File: src/rtl/nubus_mem_dma.sv
`default_nettype none
// ============================================================================
// Module   : nubus_mem_dma
// Purpose  : Word-copy DMA initiator on the mem_* valid/ready bus
//            (one read then one write per word, with abort and timeout).
// Revision : 1.0 - initial release
// ============================================================================
module nubus_mem_dma #(
    parameter int TIMEOUT_CLOCKS = 255,
    parameter int LEN_W          = 16
) (
    input  logic             mem_clk,
    input  logic             mem_resetn,
    input  logic             cmd_start,
    input  logic             cmd_abort,
    input  logic [31:0]      cmd_src,
    input  logic [31:0]      cmd_dst,
    input  logic [LEN_W-1:0] cmd_len,
    output logic             cmd_busy,
    output logic             cmd_done,
    output logic             cmd_error,
    output logic [LEN_W-1:0] cmd_count,
    output logic             mem_valid,
    output logic [3:0]       mem_wstrb,
    output logic [31:0]      mem_addr,
    output logic [31:0]      mem_wdata,
    input  logic [31:0]      mem_rdata,
    input  logic             mem_ready
);

    localparam int              c_TW     = $clog2(TIMEOUT_CLOCKS + 2);
    localparam int              c_TLIM   = (TIMEOUT_CLOCKS > 0) ? TIMEOUT_CLOCKS - 1 : 0;
    localparam logic [c_TW-1:0] c_TLIM_V = c_TW'(c_TLIM);

    typedef enum logic [2:0] {
        S_IDLE = 3'd0,
        S_RD   = 3'd1,
        S_RGAP = 3'd2,
        S_WR   = 3'd3,
        S_WGAP = 3'd4,
        S_DONE = 3'd5
    } state_t;

    state_t            r_state;
    state_t            w_next;
    logic [31:0]       r_src;
    logic [31:0]       r_dst;
    logic [31:0]       r_buf;
    logic [LEN_W-1:0]  r_len;
    logic [LEN_W-1:0]  r_count;
    logic [c_TW-1:0]   r_tcnt;
    logic              r_abort;
    logic              r_error;

    logic              w_abort;
    logic              w_tmo;
    logic [LEN_W-1:0]  w_count_inc;

    // A same-cycle abort request counts as pending so it is not lost at a decision point.
    assign w_abort     = r_abort | cmd_abort;
    assign w_count_inc = r_count + LEN_W'(1);
    assign w_tmo       = (TIMEOUT_CLOCKS != 0) && !mem_ready && (r_tcnt == c_TLIM_V);

    assign cmd_error   = r_error;
    assign cmd_count   = r_count;

    always_comb begin
        w_next    = r_state;
        mem_valid = 1'b0;
        mem_wstrb = 4'h0;
        mem_addr  = 32'h0;
        mem_wdata = 32'h0;
        cmd_busy  = 1'b0;
        cmd_done  = 1'b0;
        case (r_state)
            S_IDLE: begin
                if (cmd_start) begin
                    w_next = (cmd_len == '0) ? S_DONE : S_RD;
                end
            end
            S_RD: begin
                mem_valid = 1'b1;
                mem_addr  = r_src;
                cmd_busy  = 1'b1;
                if (w_tmo) begin
                    w_next = S_DONE;
                end else if (mem_ready) begin
                    w_next = S_RGAP;
                end
            end
            S_RGAP: begin
                cmd_busy = 1'b1;
                w_next   = S_WR;
            end
            S_WR: begin
                mem_valid = 1'b1;
                mem_wstrb = 4'hF;
                mem_addr  = r_dst;
                mem_wdata = r_buf;
                cmd_busy  = 1'b1;
                if (w_tmo) begin
                    w_next = S_DONE;
                end else if (mem_ready) begin
                    w_next = ((w_count_inc == r_len) || w_abort) ? S_DONE : S_WGAP;
                end
            end
            S_WGAP: begin
                cmd_busy = 1'b1;
                w_next   = w_abort ? S_DONE : S_RD;
            end
            S_DONE: begin
                cmd_done = 1'b1;
                w_next   = S_IDLE;
            end
            default: w_next = S_IDLE;
        endcase
    end

    always_ff @(posedge mem_clk or negedge mem_resetn) begin
        if (!mem_resetn) begin
            r_state <= S_IDLE;
            r_src   <= 32'h0;
            r_dst   <= 32'h0;
            r_buf   <= 32'h0;
            r_len   <= '0;
            r_count <= '0;
            r_tcnt  <= '0;
            r_abort <= 1'b0;
            r_error <= 1'b0;
        end else begin
            r_state <= w_next;

            if (r_state == S_IDLE && cmd_start) begin
                r_src   <= {cmd_src[31:2], 2'b00};
                r_dst   <= {cmd_dst[31:2], 2'b00};
                r_len   <= cmd_len;
                r_count <= '0;
                r_error <= 1'b0;
                r_abort <= 1'b0;
            end else if (r_state == S_DONE) begin
                r_abort <= 1'b0;
            end else if (cmd_abort) begin
                r_abort <= 1'b1;
            end

            if (r_state == S_RD && mem_ready) begin
                r_buf <= mem_rdata;
                r_src <= r_src + 32'd4;
            end

            if (r_state == S_WR && mem_ready) begin
                r_dst   <= r_dst + 32'd4;
                r_count <= w_count_inc;
            end

            if ((r_state == S_RD || r_state == S_WR) && w_tmo) begin
                r_error <= 1'b1;
            end

            // Wait counter restarts on every request rise and runs only while valid is held.
            if (w_next != r_state) begin
                r_tcnt <= '0;
            end else if (r_state == S_RD || r_state == S_WR) begin
                r_tcnt <= r_tcnt + c_TW'(1);
            end
        end
    end

endmodule
`default_nettype wire
File: config.mk
export PLATFORM = sky130hd
export DESIGN_NAME = nubus_mem_dma
export DESIGN_NICKNAME = d
export VERILOG_FILES = /design/src/rtl/nubus_mem_dma.sv
export SDC_FILE = /design/constraint.sdc
export NUM_CORES = 1
export LEC_CHECK = 0
export CAP_MARGIN = 20
export CORE_MARGIN = 8
export CORE_UTILIZATION = 32
export DETAILED_ROUTE_END_ITERATION = 6
export HOLD_SLACK_MARGIN = 0.06
export PLACE_DENSITY = 0.65
export SETUP_SLACK_MARGIN = 0.05
export SKIP_CTS_REPAIR_TIMING = 1
export SLEW_MARGIN = 20
export SYNTH_ARGS = -nofsm -noshare
export SYNTH_HDL_FRONTEND = slang
export SYNTH_SLANG_ARGS = --single-unit
File: constraint.sdc
create_clock -name mem_clk -period 2 [get_ports mem_clk]
set_input_delay 0.4 -clock mem_clk [delete_from_list [all_inputs] [get_ports mem_clk]]
set_output_delay 0.4 -clock mem_clk [all_outputs]
set_load 0.03 [all_outputs]
==> impl_metrics.yaml, run 1 <==
timing:
  period_share: 1.04
  fin_crit_ps: 2080
  finalSetupViolCount: 48
  finalHoldViolCount: 0
  setup_tns_ps: -927
  slew_headroom: 0.628
  rsz0062_at_grt: "true"
  setup_slack_ps: -76.2
  tightestPinTransition_ps: 557
  clock.fmax_ghz: 0.482
  fin_skew_ps: 11.4
  slew_violations: 0
flow_run:
  max-cap-violations: 0
detailed_routing:
  drt-pass1-iter-count: 5
  drc: 0
  wirelength_um: 28200
  vias: 8197
  routedWlPerCell_um: 17.7
  drt_iter0_markers: 592
  routed_via_density: 5.14
  detail-route-antenna-nets: 0
floorplanning:
  ios: 205
  initial_utilization: 0.321
  die_h_um: 174
  dieWidth_um: 174
  num_rows: 58
  core_um2: 24900
  dieArea_um2: 30300
placed_design:
  post-place-ws_ps: -263
  dp_hpwl_um: 20600
  port_buffers: 198
  routabilityCongestion: 0.916
run_status:
  violations: "setup timing"
  status: "complete, but fails checks"
clocking:
  cts_tree: "done"
  numCtsBuffers: 17
  clk_latency_ps: 420
  clk_pin_slew_ps: 60
  htree_num_levels: 4
  clock-sinks: 138
  ctsRootBufferMaster: "clkbuf_16"
  cts.path.max_buffers: 2
power_and_ir_drop:
  switching_power_uw: 8360
  clkPwrFrac: 0.181
  leakage_uw: 0.00591
  total_power_uw: 19700
  p_int_uw: 11300
  switching_share: 0.426
  power_density_nw_per_um2: 1540
  power_frac_comb: 0.568
  ir_drop_mv: 0.821
  power.share.sequential: 0.251
global_routing:
  grt_pass1_vias: 8015
  track_usage: 0.176
  grt_max_degree: 53
  antenna_found_initial: 4
  grt_pass1_wl_um: 43200
  grt.overflow.total: 0
synthesis:
  ys_types: 64
  syn_avg_cell_area_um2: 8.45
  yosysWarnings: 0
  synth-seq-area-share: 0.432
  synthFlopType: "dfrtp_1"
  synth_edf_count: 0
  synthCells: 947
  synthArstFlopShare: 1.00
  netlist_area_um2: 8000
  synth_seq_cells: 138
cells_and_area:
  area_delta_synth_final_pct: 59.6
  drive_gt1_frac: 0.296
  num-nets-final: 1374
  utilization: 0.513
setup_path:
  end_kind: "output pin"
  required_ps: 1600
  crit_type: "reg2out"
  cp.arrival_ps: 1680
  crit_path_start_kind: "flip-flop"
  crit_path_max_fanout: 11
worst_hold_path:
  min_path_type: "reg2reg"
## cells by family after synthesis
family	Yosys count	share of synthesized area
and+or+nand+nor	491	0.296
AOI/OAI and AO/OA	173	0.147
DFF	138	0.432
buffers and inverters	75	0.0410
muxes	34	0.0429
xor gates and xnor gates	29	0.0318
adders and majority gates	6	0.00907
other	1	0.000469
## placed cells by master (no fill, tap or decap), types with 6 or more instances in the layout
cell             count
and3_1              14
buf_6               37
a21oi_1             31
a211oi_1            17
and3_4              36
nor2_1             105
dlymetal6s2s_1      16
xnor2_1             14
o221a_2              6
a211oi_2             8
clkdlybuf4s50_1    112
clkbuf_16           20
xor2_1              14
o31ai_1              8
buf_12              26
buf_4              152
dfrtp_1            129
a31oi_1             10
a311oi_1            11
mux2i_1             28
dfrtp_2              9
nor3_1              18
o21ai_0             43
nand3_1             31
nand4_1             20
inv_1                7
nand2_1            203
## state kept, by name (all words and copies together) (netlist names)
signal and count:
r_tcnt 9, r_src 30, r_buf 32, r_len 16, r_abort 1, r_state 3, cmd_count 16, r_dst 30
cmd_error 1
## cells in the mapped netlist, types with 4 or more instances
library cell	n	share of area
nand2_1	206	0.097
dfrtp_1	138	0.43
nor2_1	109	0.051
and3_1	51	0.040
o21ai_0	44	0.028
nand3_1	34	0.021
clkbuf_1	32	0.015
mux2i_1	32	0.040
a21oi_1	31	0.019
a211oi_1	21	0.020
nand4_1	20	0.016
nor3_1	20	0.013
a311oi_1	15	0.016
xnor2_1	15	0.016
xor2_1	14	0.015
buf_2	13	0.0081
buf_1	12	0.0056
a31oi_1	10	0.0078
inv_1	9	0.0042
nor4_1	9	0.0070
o31ai_1	9	0.0084
buf_4	8	0.0075
and2_1	7	0.0055
o221a_2	6	0.0084
a221o_1	5	0.0063
ha_1	5	0.0078
a211oi_2	4	0.0063
and4_1	4	0.0044
o22ai_1	4	0.0031
## through the flow
stage / cells / area [µm²] / hold WS [ps]
2_1_floorplan: 948 / 8030 / 104
3_3_place_gp: 1532 / 11100 / 412
3_5_place_dp: 1532 / 11100 / 413
4_1_cts: 1563 / 11800 / -33.0
5_1_grt: 1595 / 12800 / 497
6_report: 1595 / 12800 / 476
## power by group through the flow
stage	combinational [µW]	clock (µW)	sequential (µW)
3_3_place_gp	9450	0	4850
4_1_cts	9600	3600	4850
6_report	11200	3550	4940
5_1_grt	12000	3730	5080
3_5_place_dp	9560	0	4880
2_1_floorplan	5640	0	4730
## worst max-delay path, cell delays in order (launching register included)
cell and delay [ps]:
dfrtp_2 440, buf_12 170, buf_12 150, mux2i_1 240, nor2_1 70, buf_4 180
## layer usage
| layer | track usage | share of wire |
|---|---|---|
| met4 | 0.0552 | 0.020 |
| met3 | 0.0510 | 0.065 |
| met2 | 0.287 | 0.48 |
| met1 | 0.221 | 0.43 |
| met5 | 0 | 0.0015 |
## final cells by class
cell class / count / area [µm²]
antenna: 1 / 2.50
clock buffer: 18 / 439
clock inverter: 13 / 216
fill: 2289 / 12100
inverter: 10 / 52.6
multi-input combinational: 735 / 4650
sequential: 138 / 3460
tap: 330 / 413
timing repair buffer: 349 / 3510
timing repair inverter: 1 / 16.3
## path summary, 6_finish.rpt
| kind | slack [ps] | end | cells past startpoint | from |
|---|---|---|---|---|
| min in group asynchronous | 500 | r_buf[27] | 2 | mem_resetn |
| setup / recovery | -80 | mem_addr[30] | 5 | r_state[1] |
| max in group asynchronous | 850 | cmd_count[0] | 3 | mem_resetn |
| setup reg to reg | 80 | r_src[24] | 9 | r_state[0] |
| hold reg to reg | 480 | r_buf[6] | 2 | r_buf[6] |
| hold / removal | 480 | r_buf[6] | 2 | r_buf[6] |
(Power assumes the default switching activity.)
==> inputs of run 2 (changes only) <==
- CORE_MARGIN: 8 -> not set
- REMOVE_ABC_BUFFERS: not set -> 1
==> run 2 against run 1 <==
- the run still ends with setup timing left
- die area shrank 15%
- routed wire length fell by 0.78%
- clock power decreased by 11%
- largest cell class unchanged
- highest routed layer is now met4
- total power is 7.0% higher
==> impl_metrics.yaml, run 2 (same netlist as run 1, synthesis figures left out) <==
timing:
  rsz0062_at_grt: "true"
  slew_violations: 0
  clock.fmax_ghz: 0.477
  slew_headroom: 0.605
  fin_skew_ps: 6.33
  setup_tns_ps: -2070
  tightestPinTransition_ps: 592
  whs_ps: 438
  setup_slack_ps: -97.8
  finalHoldViolCount: 0
  period_share: 1.05
  finalSetupViolCount: 45
  fin_crit_ps: 2100
setup_path:
  crit_path_start_kind: "flip-flop"
  cp.arrival_ps: 1700
  path_cells: "buf_6 > buf_6 > clkbuf_16 > buf_4 > and3_1 > buf_6"
  required_ps: 1600
  crit_type: "reg2out"
  reg2reg_slack_ps: 130
  crit_path_max_fanout: 5
  critical_path.max_stage_delay_ps: 430
  crit_top_cell: "buf_6"
  cp_slowest_cell: "dfrtp_2"
  end_kind: "output pin"
floorplanning:
  num_rows: 57
  dieArea_um2: 25600
  initial_utilization: 0.328
  core_um2: 24400
  die_h_um: 160
  ios: 205
  dieWidth_um: 160
cells_and_area:
  final_area_um2: 13000
  final_cell_mix: "nand2_1 (204), dfrtp_1 (127), buf_4 (117), clkdlybuf4s50_1 (112), nor2_1 (81)"
  largest_registers: "r_buf (32), r_dst (30), r_src (30)"
  regMostFlops: "r_buf"
  utilization: 0.533
  largest_reg_flops: 32
  num-nets-final: 1365
  area_delta_synth_final_pct: 62.5
  drive_gt1_frac: 0.310
  layout_commonest_cell: "nand2_1"
global_routing:
  grt_max_degree: 41
  track_usage: 0.205
  grt.overflow.total: 0
  grt_pass1_vias: 7875
  grt_pass1_wl_um: 42000
  antenna_found_initial: 1
flow_run:
  max-cap-violations: 0
run_status:
  status: "complete, but fails checks"
  violations: "setup timing"
clocking:
  clock-sinks: 138
  clk_pin_slew_ps: 60
  cts.path.max_buffers: 2
  clk_latency_ps: 420
  htree_num_levels: 4
  numCtsBuffers: 17
  cts_tree: "done"
  ctsRootBufferMaster: "clkbuf_16"
detailed_routing:
  routedWlPerCell_um: 17.7
  routed_via_density: 5.27
  drt-pass1-iter-count: 5
  vias: 8323
  detail-route-antenna-nets: 0
  wirelength_um: 27900
  drc: 0
  drt_iter0_markers: 557
placed_design:
  place_area_um2: 11100
  dp_hpwl_um: 19300
  routabilityCongestion: 0.856
  port_buffers: 198
power_and_ir_drop:
  leakage_uw: 0.00585
  power_density_nw_per_um2: 1620
  ir_drop_mv: 1.32
worst_hold_path:
  min_path_type: "in2async"
[run 2: through the flow]
| step | worst slack (ps) | total power [µW] | std cells |
|---|---|---|---|
| after CTS | -469 | 18000 | 1552 |
| after global placement | -470 | 14600 | 1523 |
| after global routing | -159 | 22100 | 1578 |
| final | -97.8 | 21000 | 1578 |
| after detailed placement | -526 | 14800 | 1523 |
| after floorplan | -3450 | 10100 | 883 |
[run 2: area by class of cell]
type / instances / area (µm²)
clock inverter: 9 / 125
timing repair buffer: 341 / 3610
antenna: 1 / 2.50
multi-input combinational: 735 / 4890
sequential: 138 / 3470
fill: 2200 / 11400
clock buffer: 20 / 447
inverter: 10 / 50.0
tap: 324 / 405
[run 2: layer usage]
layer / routed length (µm) / global-route usage
met1: 13300 / 0.300
met2: 12600 / 0.306
met4: 340 / 0.0584
met5: 0 / 0
met3: 1670 / 0.0390
[run 2: final timing paths]
kind                       depth (start not counted)        from       endpoint
hold reg to reg                                    2    r_buf[3]       r_buf[3]
setup / recovery                                   6  r_state[1]  mem_wdata[27]
hold / removal                                     2  mem_resetn      r_len[15]
min in group mem_clk                               2    r_buf[3]       r_buf[3]
setup reg to reg                                   6   r_dst[12]      r_dst[24]
max in group asynchronous                          3  mem_resetn      r_dst[21]
[run 2: where the power goes]
group	leakage [µW]	total (µW)	internal [µW]	switching [µW]
registers	0.00166	5060	3910	1150
logic	0.00391	12800	6160	6650
clock network	0.000277	3160	1960	1200
[run 2: worst max-delay path, delay by kind of cell (launching register included)]
kind                   cells  cell delay [ps]
buffers and inverters      5              700
and+or+nand+nor            1              150
DFF                        1              430
